$ cat src/rtl/psum_buffer.sv
// rtl/psum_buffer.sv - partial-sum scratchpad feeding PE_row, PE write-back, and a valid/ready drain stream
module psum_buffer #(
  parameter int DEPTH  = 16,
  parameter int AW     = 4,
  parameter int PE_LAT = 1
) (
  input  logic        clk,
  input  logic        rst,
  input  logic        start,
  input  logic        clear,
  input  logic        drain,
  input  logic [AW:0] len,
  input  logic [15:0] pe_out,
  output logic [15:0] psum,
  output logic        step,
  output logic        busy,
  output logic        done,
  output logic [15:0] dout,
  output logic        dout_valid,
  input  logic        dout_ready
);
  typedef enum logic [1:0] {IDLE, ISSUE, FLUSH, DRAIN} state_t;

  localparam logic [AW:0] DEPTH_L = (AW+1)'(DEPTH);
  localparam logic [AW:0] ONE     = (AW+1)'(1);

  state_t            state, state_nx;
  logic [15:0]       mem [DEPTH];
  logic              clr_q;
  logic [AW:0]       len_q, ptr, len_clamp;
  logic [AW-1:0]     issue_addr;
  logic [PE_LAT-1:0] pv, pv_nx;
  logic [AW-1:0]     pa [PE_LAT];
  logic              xfer, last;

  assign busy = (state != IDLE);

  always_comb begin
    state_nx  = state;
    len_clamp = (len > DEPTH_L) ? DEPTH_L : len;
    xfer      = dout_valid && dout_ready;
    last      = (ptr == len_q);
    pv_nx     = '0;
    pv_nx[0]  = step;
    for (int i = 1; i < PE_LAT; i++) pv_nx[i] = pv[i-1];
    case (state)
      IDLE: begin
        if (start) begin
          if (len_clamp != '0) state_nx = ISSUE;
        end else if (drain && len_q != '0) begin
          state_nx = DRAIN;
        end
      end
      ISSUE:   if (last) state_nx = FLUSH;
      // Leave once the write that lands at this edge is the final one in flight.
      FLUSH:   if (pv_nx == '0) state_nx = IDLE;
      DRAIN:   if (xfer && last) state_nx = IDLE;
      default: state_nx = IDLE;
    endcase
  end

  always_ff @(posedge clk) begin
    if (!rst) begin
      state      <= IDLE;
      clr_q      <= 1'b0;
      len_q      <= '0;
      ptr        <= '0;
      issue_addr <= '0;
      psum       <= '0;
      step       <= 1'b0;
      done       <= 1'b0;
      dout       <= '0;
      dout_valid <= 1'b0;
      pv         <= '0;
    end else begin
      state <= state_nx;
      pv    <= pv_nx;
      done  <= 1'b0;
      case (state)
        IDLE: begin
          if (start) begin
            clr_q <= clear;
            len_q <= len_clamp;
            ptr   <= ONE;
            if (len_clamp == '0) begin
              done <= 1'b1;
            end else begin
              psum       <= clear ? 16'd0 : mem[0];
              issue_addr <= '0;
              step       <= 1'b1;
            end
          end else if (drain) begin
            if (len_q == '0) begin
              done <= 1'b1;
            end else begin
              dout       <= mem[0];
              dout_valid <= 1'b1;
              ptr        <= ONE;
            end
          end
        end
        ISSUE: begin
          if (!last) begin
            psum       <= clr_q ? 16'd0 : mem[ptr[AW-1:0]];
            issue_addr <= ptr[AW-1:0];
            ptr        <= ptr + ONE;
            step       <= 1'b1;
          end else begin
            step <= 1'b0;
          end
        end
        FLUSH: if (pv_nx == '0) done <= 1'b1;
        DRAIN: begin
          if (xfer) begin
            if (last) begin
              dout_valid <= 1'b0;
              done       <= 1'b1;
            end else begin
              dout <= mem[ptr[AW-1:0]];
              ptr  <= ptr + ONE;
            end
          end
        end
        default: ;
      endcase
    end
  end

  // No reset here: a write landing on the reset edge still completes, later ones are cancelled via pv.
  always_ff @(posedge clk) begin
    pa[0] <= issue_addr;
    for (int i = 1; i < PE_LAT; i++) pa[i] <= pa[i-1];
    if (pv[PE_LAT-1]) mem[pa[PE_LAT-1]] <= pe_out;
  end

endmodule

$ cat config.mk
export PLATFORM = sky130hd
export DESIGN_NAME = psum_buffer
export DESIGN_NICKNAME = d
export VERILOG_FILES = /design/src/rtl/psum_buffer.sv
export SDC_FILE = /design/constraint.sdc
export NUM_CORES = 1
export LEC_CHECK = 0
export CAP_MARGIN = 20
export CORE_MARGIN = 5
export CORE_UTILIZATION = 54
export DETAILED_ROUTE_END_ITERATION = 8
export PLACE_DENSITY = 0.75
export SLEW_MARGIN = 20
export SYNTH_ARGS = -nofsm -noshare
export SYNTH_HDL_FRONTEND = slang
export SYNTH_SLANG_ARGS = --single-unit
$ cat constraint.sdc
create_clock -name clk -period 2.2 [get_ports clk]
set_input_delay 0.55 -clock clk [delete_from_list [all_inputs] [get_ports clk]]
set_output_delay 0.55 -clock clk [all_outputs]
set_load 0.03 [all_outputs]
==> results_dict.tcl, run 1 <==
set metrics [dict create \
    power_density_mw_per_mm2 1160 \
    clkLatencyLatePin_ns 0.56 \
    setup-violations-final 0 \
    instances_no_fill 1379 \
    hp-class "reg -> reg" \
    io_buffers 62 \
    netlist_top_cells_area "edfxtp_1 59%, mux2i_1 11%, dfxtp_1 9.4%" \
    grt_max_degree 37 \
    clk_pin_slew_ns 0.07 \
    dp_hpwl_mm 21.5 \
    drt_first_pass_iters 7 \
    synthDistinctLibCells 54 \
    drcViolationCount 0 \
    die_y_um 166 \
    yosysSeqAreaShare_pct 68.2 \
    pwr-share-clk_pct 29.3 \
    max-vdd-ir-drop_uv 1060 \
    max_freq_ghz 0.458 \
    post-place-cells 1322 \
    clock-root-buffer "clkbuf_16" \
    finalClockSkew_ns 0.0122 \
    num-nets-final 1059 \
    worstSetupEndpointType "primary output" \
    cts_setup_buffers 0 \
    cpMaxStageDelayCell "clkdlybuf4s50_1" \
    synth-edff-count 256 \
    slew_violations 0 \
    start_util_pct 54.3 \
    global_route.usage.total_pct 24.5 \
    power.net_switching_mw 5.81 \
    avgRoutedWirePerCell_um 24.2 \
    max_slew_margin_pct 56.5 \
    cp_data_arrival_time_ns 1.63 \
    syn_avg_cell_area_um2 14.3 \
    nFillCells 1741 \
    p_comb_share_pct 29.5 \
    crit_fanout 2 \
    core_mm2 0.0240 \
    cap_viol_max_count 0 \
    async_reset_ff_share_pct 0 \
    ys_seq_elements 317 \
    synthCells 913 \
    crit_chain "clkdlybuf4s50_1" \
    slowest_delay_ns 0.71 \
    fin_crit_sh_pct 99.3 \
    clkSinkCount 317 \
    dieWidth_um 166 \
    routed_wl_mm 33.4 \
    grt_pass1_wl_mm 49.9 \
    globalplace.congestion 0.944 \
    path_class "reg -> out" \
    vias_per_cell 6.21 \
    postCtsHoldBufs 0 \
    yosysTopAreaCell "edfxtp_1" \
    worst_pin_slew_ns 0.650 \
    switching_share_pct 32.1 \
    dr.first_iter.drc_count 876 \
    crit_family "buffers and inverters" \
    synth_top_area_share_pct 58.9 \
    yosysWarnings 0 \
    htreeDepth 1 \
    finalHoldViolCount 0 \
    syn_nets 941 \
    power.internal_mw 12.3 \
    timing.hold.ws_ns 0.365 \
    synth_area_mm2 0.0131 \
    status "finished clean" \
    required_ns 1.65 \
    numCtsBuffers 31 \
    area_growth_syn_to_layout_pct 19.9 \
    seq_power_share_pct 41.1 \
    tritoncts "done" \
    pin_count 63 \
    antenna_left 0 \
    antenna_found_initial 1 \
    num_vias 8559 \
    placementRows 57 \
    synth-main-ff-cell "edfxtp_1" \
    cts_buffer_depth 3 \
    drive_gt1_share_pct 15.0 \
    cp.buffers_inverters 1 \
    design.die.area_mm2 0.0274 \
    leakage_nw 5.57 \
    grt-ovfl-total 0 \
    first_global_vias 8405 \
    start_kind "flip-flop" \
    final.min_clock_period_ns 2.18 \
]
[metrics by stage]
| stage | instance area (um2) | total power, mW | setup TNS (ns) | utilization (%) | worst slack (ns) |
|---|---|---|---|---|---|
| after floorplan | 13100 | 10.8 | 0 | - | 0.134 |
| after global placement | 14600 | 12.9 | -3.38 | 60.8 | -0.169 |
| after detailed placement | 14600 | 12.9 | -4.84 | 60.8 | -0.288 |
| after CTS | 15600 | 18.1 | 0 | 65.0 | 0.000178 |
| after global routing | 15700 | 18.8 | -0.0135 | 65.1 | -0.0135 |
| final | 15700 | 18.1 | 0 | 65.1 | 0.0150 |
[per-layer routing]
metal  share of wire [%]  global-route usage, %
met2                  47                   39.7
met1                  41                   33.9
met4                 3.0                   8.02
met3                 9.0                   4.37
met5                   0                      0
[sequential cells by signal (all words and copies together), names as in the netlist, named ones only]
register,flops
mem,256
dout,16
psum,16
len_q,5
ptr,5
issue_addr,4
pa,4
state,2
clr_q,1
done,1
dout_valid,1
pv,1
step,1
[area by class of cell]
cell class	instances	area (um2)	area share, %
diodes	1	2.50	0.0160
flip-flops and latches	317	8910	56.9
inverters	12	45.0	0.288
well taps	324	405	2.59
multi-input cells	526	3910	25.0
repair buffers	143	1340	8.55
clock buffers	45	900	5.75
clock inverters	11	136	0.871
[what timing repair did]
action | in CTS | in global routing
resized for setup | 13 | 12
pin swaps | 0 | 0
gates cloned | 0 | 0
hold endpoints to repair | 0 | 0
endpoints found under the setup margin | 13 | 11
[final timing paths]
check                        startpoint                     to  cells after the start  slack, ns
max               psum[10]$_SDFFE_PN0P_               psum[10]                      1       0.02
min          issue_addr[3]$_SDFFE_PN0P_       pa[0][3]$_DFF_P_                      0       0.36
max reg2reg                   flip-flop  dout[10]$_SDFFE_PN0P_                      6       0.20
min reg2reg  issue_addr[3]$_SDFFE_PN0P_       pa[0][3]$_DFF_P_                      0       0.36
[cell families (layout without fill, tap and decap cells)]
group,count (synthesis),count (layout),share of synthesized area (%)
adders and majority gates,1,1,0.0958
AOI/OAI and AO/OA,217,217,11.8
DFF,317,317,68.2
xor gates and xnor gates,5,5,0.335
muxes,147,147,11.3
other,0,1,0
buffers and inverters,70,211,2.29
and+or+nand+nor,156,156,6.00
[cell usage in the layout (no fill, tap or decap), types with 8 or more instances in the layout]
cell               n
a211oi_1          18
mux2i_1          147
clkdlybuf4s50_1   39
buf_12             8
nand2_1           37
edfxtp_1         256
and2_1            15
clkbuf_16         32
a31oi_1           34
a21oi_1           22
clkbuf_1           8
nor2_1            14
a32oi_1           10
nand3_1           38
dlymetal6s2s_1    10
a221oi_1          17
inv_1             10
dlygate4sd2_1     12
o21ai_0           35
nor2_2            13
a22oi_1           52
buf_4             73
dfxtp_1           59
[power by group through the flow]
| stage | Clock (mW) | Combinational, mW | Sequential (mW) |
|---|---|---|---|
| 4_1_cts | 5.38 | 5.32 | 7.42 |
| 3_5_place_dp | 0 | 5.37 | 7.54 |
| 3_3_place_gp | 0 | 5.33 | 7.56 |
| 6_report | 5.31 | 5.35 | 7.45 |
| 5_1_grt | 5.65 | 5.71 | 7.48 |
| 2_1_floorplan | 0 | 2.95 | 7.85 |
[synth_stat cells, types with 2 or more instances]
library cell,n
a211oi_1,18
a21oi_1,22
a21oi_2,2
a221oi_1,17
a22o_1,3
a22oi_1,52
a2bb2oi_1,4
a31oi_1,35
a32oi_1,10
and2_0,2
and2_1,15
buf_2,19
buf_4,3
clkbuf_1,35
dfxtp_1,61
edfxtp_1,256
inv_1,10
mux2i_1,147
nand2_1,37
nand2b_1,6
nand3_1,38
nand3b_1,6
nor2_1,27
nor2b_1,6
nor3_1,10
o21ai_0,35
o31a_1,2
o31ai_1,2
o32a_1,4
xor2_1,5
(Power assumes the default switching activity.)
==> run 2: changes to the inputs <==
- CTS_CLUSTER_DIAMETER: unset -> 200
==> results of run 2 <==
The final DEF is identical to that of run 1; final timing and power are the same.
==> run 3: changes to the inputs <==
- PLACE_DENSITY: 0.75 -> 0.72
==> run 3 against run 2 <==
Compared with the run above:
- design area is 0.28% higher
- maximum frequency grew 0.72%
- worst setup slack gained 0.016 ns
==> results_dict.tcl, run 3 (synthesis gave the netlist of run 1 again) <==
set metrics [dict create \
    clkSinkCount 317 \
    numCtsBuffers 34 \
    start_util_pct 54.3 \
    path_class "reg -> out" \
    die_y_um 166 \
    vias_per_cell 6.28 \
    leakage_nw 5.42 \
    start_kind "flip-flop" \
    worst_pin_slew_ns 0.634 \
    hp-class "reg -> reg" \
    core_mm2 0.0240 \
    routed_wl_mm 34.4 \
    clock-root-buffer "clkbuf_16" \
    num_vias 8721 \
    dieWidth_um 166 \
    num-nets-final 1066 \
    min-delay-start "issue_addr[3]$_SDFFE_PN0P_" \
    grt-ovfl-total 0 \
    crit_chain "clkdlybuf4s50_1" \
    fin_crit_sh_pct 98.6 \
    crit_fanout 2 \
    grt_max_degree 37 \
    clkLatencyLatePin_ns 0.51 \
    max_slew_margin_pct 57.6 \
    hold_path_end "pa[0][3]$_DFF_P_" \
    whs_path_depth 0 \
    worstSetupEndpointType "primary output" \
    avgRoutedWirePerCell_um 24.8 \
    max_freq_ghz 0.461 \
    cts_setup_buffers 0 \
    cp.buffers_inverters 1 \
    power_density_mw_per_mm2 1160 \
    grt_pass1_wl_mm 51.3 \
    worstRegToRegCells 5 \
    cts_buffer_depth 3 \
    cap_viol_max_count 0 \
    fin_tns_setup_ns 0 \
    worst-r2r-setup-slack_ns 0.26 \
    cpMaxStageDelayCell "clkdlybuf4s50_1" \
    slowest_delay_ns 0.72 \
    dp_hpwl_mm 21.9 \
    antenna_left 0 \
    slew_violations 0 \
    finalClockSkew_ns 0.0167 \
    dr.first_iter.drc_count 1027 \
    max-vdd-ir-drop_uv 1110 \
    finalHoldViolCount 0 \
    power.total_mw 18.3 \
    final_design_area_no_fill_mm2 0.0157 \
    pin_count 63 \
    final.min_clock_period_ns 2.17 \
    status "finished clean" \
    crit_family "buffers and inverters" \
    timing.rr.end "psum[9]$_SDFFE_PN0P_" \
    first_global_vias 8676 \
    io_buffers 62 \
    setup-violations-final 0 \
    clk_pin_slew_ns 0.06 \
    cp_data_arrival_time_ns 1.62 \
    largest_reg_flops 256 \
    final_cell_mix "256 x edfxtp_1, 147 x mux2i_1, 76 x buf_4" \
    globalplace.congestion 0.887 \
    required_ns 1.65 \
    rsz0062_at_grt "no" \
    design.die.area_mm2 0.0274 \
    place_area_mm2 0.0147 \
    global_route.usage.total_pct 25.3 \
    htreeDepth 2 \
    area_growth_syn_to_layout_pct 20.2 \
    drive_gt1_share_pct 15.4 \
    worst-path-stages 1 \
    tritoncts "done" \
    drcViolationCount 0 \
    placementRows 57 \
    drt_first_pass_iters 6 \
    antenna_found_initial 2 \
    final_common_cell "edfxtp_1" \
]
## run 3: changes by cell type in the layout (fill, tap and decap cells not counted), moves of 3 or more
cell / before / now
clkbuf_1: 8 / 11
dlygate4sd2_1: 12 / 2
clkinv_2: 3 / 6
dlymetal6s2s_1: 10 / 2
clkdlybuf4s50_1: 39 / 58
clkbuf_8: 5 / 2
buf_4: 73 / 76
## run 3: how the worst max path moves through the flow
stage	start	endpoint	slack, ns
2_1_floorplan	pa[0][3]$_DFF_P_	mem[4][0]$_DFFE_PP_	0.13
3_3_place_gp	len[1]	psum[9]$_SDFFE_PN0P_	-0.21
3_5_place_dp	len[1]	psum[3]$_SDFFE_PN0P_	-0.28
4_1_cts	dout[15]$_SDFFE_PN0P_	dout[15]	0.02
5_1_grt	psum[0]$_SDFFE_PN0P_	psum[0]	0.002
6_report	psum[0]$_SDFFE_PN0P_	psum[0]	0.03
## run 3: area by class of cell
type                       instances  area, um2
multi-input combinational        526       3920
clock buffer                      47        920
tap                              324        405
timing repair buffer             147       1370
fill                            1741       8340
clock inverter                    14        116
sequential                       317       8910
inverter                          12       45.0
antenna                            1       2.50
## run 3: repair_timing
item / in CTS / in global routing
resized for setup: 2 / 3
setup endpoints to repair: 2 / 3
hold buffers: 0 / 0
## run 3: where the power goes
| group | total (mW) | internal, mW | leakage, nW | switching [mW] |
|---|---|---|---|---|
| registers | 7.40 | 6.92 | 2.80 | 0.476 |
| logic | 5.56 | 2.33 | 2.12 | 3.23 |
| clock network | 5.33 | 3.07 | 0.503 | 2.26 |
## run 3: layer usage
layer  up-vias  share of wire, %  GRT usage, %
met2       569                47          40.7
met5         -             0.038             0
li1       3858                 -             -
met3        95                11          5.29
met1      4197                39          34.6
met4         2               3.3          8.85
## run 3: metrics by stage
step           setup slack, ns  hold WS [ns]  std cells  utilization [%]
2_1_floorplan            0.134         0.331        913                -
3_3_place_gp            -0.211         0.338       1326             61.0
3_5_place_dp            -0.285         0.344       1326             61.0
4_1_cts                 0.0157         0.346       1387             65.3
5_1_grt                0.00178         0.349       1388             65.3
6_report                0.0307         0.347       1388             65.3
